<file path="src/rtl/async_fifo_wr_arbiter.sv">
// Round-robin burst arbiter sharing the async FIFO write port among
// NUM_REQ valid/ready/last requesters in the wr_clk domain.
module async_fifo_wr_arbiter #(
    parameter int NUM_REQ    = 4,
    parameter int DATA_WIDTH = 16,
    parameter int MAX_BURST  = 8
) (
    input  logic                          wr_clk,
    input  logic                          wr_rst,
    input  logic [NUM_REQ-1:0]            req_valid,
    input  logic [NUM_REQ*DATA_WIDTH-1:0] req_data,
    input  logic [NUM_REQ-1:0]            req_last,
    output logic [NUM_REQ-1:0]            req_ready,
    input  logic                          fifo_full,
    output logic                          fifo_wr_en,
    output logic [DATA_WIDTH-1:0]         fifo_data,
    output logic [NUM_REQ-1:0]            grant,
    output logic                          busy
);

    localparam int IW = (NUM_REQ > 1) ? $clog2(NUM_REQ) : 1;
    localparam int CW = $clog2(MAX_BURST + 1);

    typedef enum logic {
        IDLE,
        BURST
    } state_t;

    state_t                  state;
    state_t                  state_n;
    logic [NUM_REQ-1:0]      grant_n;
    logic [IW-1:0]           last_owner;
    logic [IW-1:0]           last_owner_n;
    logic [CW-1:0]           beat_cnt;
    logic [CW-1:0]           beat_cnt_n;

    logic [IW-1:0]           owner_idx;
    logic                    owner_valid;
    logic                    owner_last;
    logic [DATA_WIDTH-1:0]   owner_data;
    logic                    fire;
    logic                    release_burst;

    logic                    hi_found;
    logic [IW-1:0]           hi_pick;
    logic [IW-1:0]           lo_pick;
    logic [IW-1:0]           pick;

    // Owner mux keyed on the one-hot grant; all zero while idle.
    always_comb begin
        owner_idx   = '0;
        owner_valid = 1'b0;
        owner_last  = 1'b0;
        owner_data  = '0;
        for (int i = 0; i < NUM_REQ; i++) begin
            if (grant[i]) begin
                owner_idx   = IW'(i);
                owner_valid = req_valid[i];
                owner_last  = req_last[i];
                owner_data  = req_data[i*DATA_WIDTH +: DATA_WIDTH];
            end
        end
    end

    // Lowest valid index above last_owner wins, else lowest at or below it.
    always_comb begin
        hi_found = 1'b0;
        hi_pick  = '0;
        lo_pick  = '0;
        for (int i = NUM_REQ - 1; i >= 0; i--) begin
            if (req_valid[i]) begin
                if (IW'(i) > last_owner) begin
                    hi_found = 1'b1;
                    hi_pick  = IW'(i);
                end else begin
                    lo_pick = IW'(i);
                end
            end
        end
        pick = hi_found ? hi_pick : lo_pick;
    end

    assign fire          = (state == BURST) & owner_valid & ~fifo_full;
    assign release_burst = fire &
                           (owner_last | (beat_cnt == CW'(MAX_BURST - 1)));

    assign req_ready  = fire ? grant : '0;
    assign fifo_wr_en = fire;
    assign fifo_data  = owner_data;
    assign busy       = (state == BURST);

    always_comb begin
        state_n      = state;
        grant_n      = grant;
        beat_cnt_n   = beat_cnt;
        last_owner_n = last_owner;
        unique case (state)
            IDLE: begin
                if (|req_valid) begin
                    state_n       = BURST;
                    grant_n       = '0;
                    grant_n[pick] = 1'b1;
                    beat_cnt_n    = '0;
                end
            end
            BURST: begin
                if (release_burst) begin
                    state_n      = IDLE;
                    grant_n      = '0;
                    beat_cnt_n   = '0;
                    last_owner_n = owner_idx;
                end else if (fire) begin
                    beat_cnt_n = beat_cnt + CW'(1);
                end
            end
            default: begin
                state_n = IDLE;
                grant_n = '0;
            end
        endcase
    end

    always_ff @(posedge wr_clk or posedge wr_rst) begin
        if (wr_rst) begin
            state      <= IDLE;
            grant      <= '0;
            beat_cnt   <= '0;
            last_owner <= IW'(NUM_REQ - 1);
        end else begin
            state      <= state_n;
            grant      <= grant_n;
            beat_cnt   <= beat_cnt_n;
            last_owner <= last_owner_n;
        end
    end

endmodule

</file>
<file path="config.mk">
export PLATFORM = sky130hd
export DESIGN_NAME = async_fifo_wr_arbiter
export DESIGN_NICKNAME = d
export VERILOG_FILES = /design/src/rtl/async_fifo_wr_arbiter.sv
export SDC_FILE = /design/constraint.sdc
export NUM_CORES = 1
export LEC_CHECK = 0
export CORE_UTILIZATION = 31
export CTS_CLUSTER_DIAMETER = 40
export DETAILED_ROUTE_END_ITERATION = 10
export PLACE_DENSITY = 0.82
export SYNTH_ARGS = -nofsm -noshare
export SYNTH_HDL_FRONTEND = slang
export SYNTH_SLANG_ARGS = --single-unit
</file>
<file path="constraint.sdc">
create_clock -name wr_clk -period 2.1 [get_ports wr_clk]
set_input_delay 0.42 -clock wr_clk [delete_from_list [all_inputs] [get_ports wr_clk]]
set_output_delay 0.42 -clock wr_clk [all_outputs]
set_load 0.1 [all_outputs]
</file>
==> impl_metrics.py, run 1 <==
metrics = {
    "final_layout": {
        "drive_gt1_share_pct": 40.93,
        "final_core_util_pct": 86.24,
        "area_growth_pct": 164.7,
        "n_antenna_cell": 0,
        "final_area_um2": 2878,
        "fillers": 156,
        "fin_nets": 336,
    },
    "yosys": {
        "synth_cell_types": 36,
        "synth_seq_cells": 11,
        "synthFlopType": "dfrtp_1",
        "synth-warning-count": 0,
        "synthCells": 139,
        "syn_area_um2": 1087,
        "synth.net_count": 215,
        "syn_area_per_cell_um2": 7.822,
        "yosysSeqAreaShare_pct": 25.55,
        "synth_edf_count": 0,
        "synth-async-reset-ratio_pct": 100.0,
    },
    "drt": {
        "routed_via_density": 5.810,
        "drc_errors": 0,
        "wire_per_inst_um": 20.36,
        "vias": 1772,
        "ant_nets": 0,
        "first_pass_iters": 5,
        "wl_um": 6209,
        "first_iter_violations": 120,
    },
    "clock_network": {
        "clk_latency_ps": 280,
        "cts.clk_slew.worst_paths_ps": 70,
        "root_buffer": "clkbuf_4",
        "h-tree-depth": 1,
        "cts_tree": "built",
        "clock-sinks": 11,
        "cts_made_buffers": 3,
        "clk_path_buf_depth": 2,
    },
    "setup_path": {
        "worstPathRequired_ps": 1680,
        "rr_startpoint": "grant[2]",
        "crit_path_start": "grant[2]",
        "worstSetupEndpointType": "output pin",
        "worstSetupStartpointType": "register",
        "criticalPathCategory": "reg2out",
        "arrival_ps": 1840,
        "path_max_fanout": 4,
    },
    "global_route": {
        "grt_pass1_vias": 1778,
        "grt_overflow_total": 0,
        "grt_pass1_wl_um": 8700,
        "grt_usage_pct": 32.17,
        "grt_max_degree": 19,
        "antenna_found_initial": 0,
    },
    "placed_design": {
        "postPlaceCellArea_um2": 2711,
        "gp_congestion": 0.8964,
        "dpl.hpwl_um": 4461,
        "port_buffers": 100,
    },
    "floorplanning": {
        "die_w_um": 61.23,
        "io_pins": 101,
        "core_um2": 3337,
        "start_util_pct": 32.58,
        "rows": 21,
        "dieArea_um2": 3749,
        "fp.dieH_um": 61.23,
    },
    "run_status": {
        "violations": "negative setup slack",
        "outcome": "finished, violations left",
    },
    "job": {
        "max_cap_violations": 0,
    },
    "timing": {
        "drv_slew": 0,
        "hold_viol": 0,
        "period_minus_slack_ps": 2263,
        "rsz0062_at_grt": "true",
        "finClkSkew_ps": 2.449,
        "fin_ws_ps": -163.0,
        "finalSetupViolations": 21,
        "final.period_utilization_pct": 107.8,
        "max_freq_ghz": 0.4419,
        "tightest_slew_ps": 510.8,
        "slew_headroom_pct": 65.94,
    },
    "min_path": {
        "min-delay-path-class": "in2async",
    },
}
-- cell type report --
| cell class | instances | area [um2] | area share [%] |
|---|---|---|---|
| inverters | 6 | 26.28 | 0.9130 |
| multi-input cells | 113 | 1044 | 36.26 |
| flip-flops and latches | 11 | 291.5 | 10.13 |
| repair buffers | 125 | 1433 | 49.78 |
| clock buffers | 4 | 26.28 | 0.9130 |
| well taps | 46 | 57.56 | 2.000 |
-- final timing paths --
kind | end | slack [ps] | cells past startpoint
setup / recovery | req_ready[0] | -160 | 5
hold / removal | grant[3] | 460 | 2
setup reg to reg | beat_cnt[2] | 0 | 7
hold reg to reg | last_owner[0] | 520 | 2
max in group asynchronous | grant[2] | 1310 | 2
min in group wr_clk | last_owner[0] | 520 | 2
-- worst max-delay path: stages (launching register included) --
cell	delay, ps
dfrtp_4	520
nor3b_2	210
a2111oi_4	260
buf_4	210
and3_4	200
buf_12	170
-- placed cells by master (no fill, tap or decap), types with 2 or more instances in the layout --
cell type	n
o21ai_4	16
dfstp_2	2
dfrtp_2	2
a22oi_2	13
dfrtp_4	3
inv_1	4
nor2_1	6
and3_4	2
clkbuf_4	3
buf_12	25
nand3_1	2
and2_4	3
nand2_1	13
dlygate4sd2_1	3
buf_4	26
dfrtp_1	4
a21oi_1	7
o21ai_0	3
a22oi_1	19
clkdlybuf4s50_1	71
-- timing repair --
item | in CTS | in global routing
pin swaps | 2 | 0
setup buffers | 7 | 1
resized for setup | 19 | 1
endpoints found under the setup margin | 22 | 22
hold buffers | 0 | 0
-- metal layers --
layer / wire, um / part of all wire, % / track usage (%) / vias up
met5: 0 / 0 / 0 / -
met2: 3120 / 50 / 59.16 / 128
li1: - / - / - / 779
met1: 2183 / 35 / 33.46 / 836
met4: 295 / 4.8 / 20.13 / 0
met3: 609 / 9.8 / 6.092 / 29
-- synth_stat cells (2+ instances only) --
cell type	number	area share [%]
a211oi_1	2	1.4
o21ai_0	20	9.2
nand2_1	13	4.5
dfrtp_1	9	21
nor2_1	7	2.4
nor2b_1	2	1.2
a21oi_1	7	3.2
nand3_1	2	0.92
nor3b_1	2	1.4
clkbuf_1	8	2.8
and2_1	3	1.7
and3_1	3	1.7
inv_1	6	2.1
a22oi_1	32	22
dfstp_2	2	4.8
-- metrics by stage --
step                      instances  setup WS [ps]  setup TNS, ps  hold slack [ps]
after floorplan                 139         -236.8          -3681            270.9
after global placement          293         -213.8          -1423            485.4
after detailed placement        293         -314.8          -2281            512.1
after CTS                       304         -142.0          -1982            470.1
after global routing            305         -199.8          -3353            502.0
final                           305         -163.0          -2375            458.4
-- cell families (layout without fill, tap and decap cells) --
logic type / count (synthesis) / after routing / synth area share (%)
buffers and inverters: 15 / 135 / 5.293
AO/OA/AOI/OAI: 72 / 72 / 47.87
AND/OR/NAND/NOR: 38 / 38 / 18.41
XOR/XNOR: 1 / 1 / 0.8057
adder cells (fa/ha/maj): 1 / 1 / 1.151
multiplexers: 1 / 1 / 0.9206
flip-flops: 11 / 11 / 25.55
-- sequential cells by signal, summed over array words and instances, names as in the netlist --
register    cells
busy            1
beat_cnt        4
last_owner      2
grant           4
Power of run 1 is not shown: default switching activity piles up to over one toggle a cycle in this logic, so the estimate is an artifact.
==> run 2: changes to the inputs <==
Settings changed: CORE_UTILIZATION 31 to 28, PLACE_DENSITY 0.82 to 0.78, SETUP_SLACK_MARGIN set to 0.3.
Clock period 2.1 ns to 1.95 ns, I/O delays scaled along.
==> run 2 against run 1 <==
  * The run still ends with negative setup slack left
  * First-iteration DRC count down 57%
  * Final area grew 8.2%
  * Cell count is 4.3% higher
  * Flip-flop and latch count is the same
  * Largest cell class unchanged
  * Global-route usage down 6.2 points
==> impl_metrics.py, run 2 (synthesized netlist as in run 1, its figures left out) <==
metrics = {
    "clock_network": {
        "cts_tree": "built",
        "clk_path_buf_depth": 2,
        "clock-sinks": 11,
        "root_buffer": "clkbuf_8",
        "cts.clk_slew.worst_paths_ps": 50,
        "clk_latency_ps": 240,
        "cts_made_buffers": 3,
        "h-tree-depth": 1,
    },
    "job": {
        "max_cap_violations": 0,
    },
    "run_status": {
        "outcome": "finished, violations left",
        "violations": "negative setup slack",
    },
    "timing": {
        "max_freq_ghz": 0.4544,
        "rsz0062_at_grt": "true",
        "hold_viol": 0,
        "final.period_utilization_pct": 112.8,
        "finalSetupViolations": 22,
        "tightest_slew_ps": 512.8,
        "slew_headroom_pct": 65.81,
        "finClkSkew_ps": 2.474,
        "period_minus_slack_ps": 2201,
        "fin_ws_ps": -250.5,
        "drv_slew": 0,
    },
    "setup_path": {
        "cp_num_buf_inv": 3,
        "regToRegSetupSlack_ps": -100,
        "cp_slowest_stage_delay_ps": 490,
        "worstPathRequired_ps": 1560,
        "criticalPathCategory": "reg2out",
        "rr_startpoint": "grant[2]",
        "slowest_stage": "dfrtp_4",
        "arrival_ps": 1810,
        "worstSetupEndpointType": "output pin",
        "rr_worst_depth": 8,
        "worstSetupStartpointType": "register",
        "cpLargestDelayFamily": "buffers and inverters",
        "r2r-end": "beat_cnt[2]",
        "crit_chain": "buf_6, nor3b_4, a2111oi_4, buf_4, and3_4, buf_12",
        "path_max_fanout": 4,
    },
    "final_layout": {
        "final_common_cell": "clkdlybuf4s50_1",
        "n_antenna_cell": 0,
        "layout_common_cells": "71 x clkdlybuf4s50_1, 26 x buf_12, 23 x buf_4",
        "fin_nets": 347,
        "area_growth_pct": 186.3,
        "reg_top3": "beat_cnt x4, grant x4, last_owner x2",
        "drive_gt1_share_pct": 47.41,
    },
    "floorplanning": {
        "dieArea_um2": 4136,
        "fp.dieH_um": 64.32,
        "rows": 22,
        "start_util_pct": 29.48,
        "core_um2": 3689,
        "io_pins": 101,
        "die_w_um": 64.32,
    },
    "drt": {
        "wire_per_inst_um": 18.36,
        "first_pass_iters": 4,
        "ant_nets": 0,
        "drc_errors": 0,
        "vias": 1694,
        "first_iter_violations": 52,
        "routed_via_density": 5.327,
        "wl_um": 5840,
    },
    "global_route": {
        "grt_max_degree": 20,
        "grt_pass1_wl_um": 8335,
        "grt_usage_pct": 25.98,
        "antenna_found_initial": 0,
        "grt_pass1_vias": 1654,
        "grt_overflow_total": 0,
    },
    "placed_design": {
        "dp_slack_ps": -323.0,
        "dpl.hpwl_um": 4172,
        "port_buffers": 100,
        "gp_congestion": 0.8077,
    },
    "min_path": {
        "min-delay-path-class": "in2async",
    },
}
==> run 2: changes by cell type in the layout (fill, tap and decap cells not counted), moves of 4 or more <==
cell and delta:
a22oi_1 -4, a22oi_2 +4, buf_6 +13, nand2_1 -4
==> run 2: area by class of cell <==
type                            count  area (um2)
Multi-Input combinational cell    113        1112
Clock buffer                        3       41.29
Sequential cell                    11       291.5
Fill cell                         200       575.6
Inverter                            6       26.28
Tap cell                           48       60.06
Timing Repair Buffer              136        1577
Clock inverter                      1       5.005
==> run 2: routing by layer <==
layer	vias to the layer above	track usage [%]	share of wire [%]
met4	0	7.778	3.4
met3	18	6.607	6.0
met1	807	27.08	33
met5	-	0	0
li1	801	-	-
met2	68	50.00	57
==> run 2: timing repair <==
item / CTS / global route
pin swaps: 6 / 14
hold buffers: 0 / 0
cloned: 1 / 0
endpoints found under the setup margin: 33 / 32
setup buffers: 5 / 6
gates resized for setup: 23 / 25
==> run 2: worst reg2reg max path, delay by kind of cell, from the launching register on <==
kind / cells / cell delay [ps]
AOI/OAI and AO/OA: 2 / 360
buffers and inverters: 3 / 460
DFF: 1 / 490
and+or+nand+nor: 3 / 680
==> run 2: how the worst max path moves through the flow <==
stage / start / cells past startpoint / to
3_3_place_gp: req_valid[3] / 7 / beat_cnt[2]
5_1_grt: grant[2] / 7 / fifo_data[11]
3_5_place_dp: req_valid[3] / 7 / beat_cnt[2]
4_1_cts: grant[2] / 6 / fifo_data[4]
2_1_floorplan: grant[2] / 6 / fifo_data[10]
6_report: grant[2] / 6 / req_ready[0]
==> run 2: stage by stage <==
stage	util, %	hold WS, ps	instance area [um2]	setup TNS [ps]	instances
detailed placement	75.68	497.8	2791	-2924	302
floorplan	-	240.9	1368	-6878	139
finish	84.40	449.2	3113	-4701	318
global placement	75.68	485.5	2791	-2548	302
CTS	80.39	451.1	2965	-4401	312
global route	84.40	492.1	3113	-6384	318
Power of run 2 is left out for the same reason.
==> run 3: changes to the inputs <==
Settings changed: CTS_CLUSTER_SIZE set to 25, GPL_ROUTABILITY_DRIVEN set to 0.
==> results of run 3 <==
The final DEF is identical to that of run 2; final timing and power are the same.
Power of run 3 is left out for the same reason.
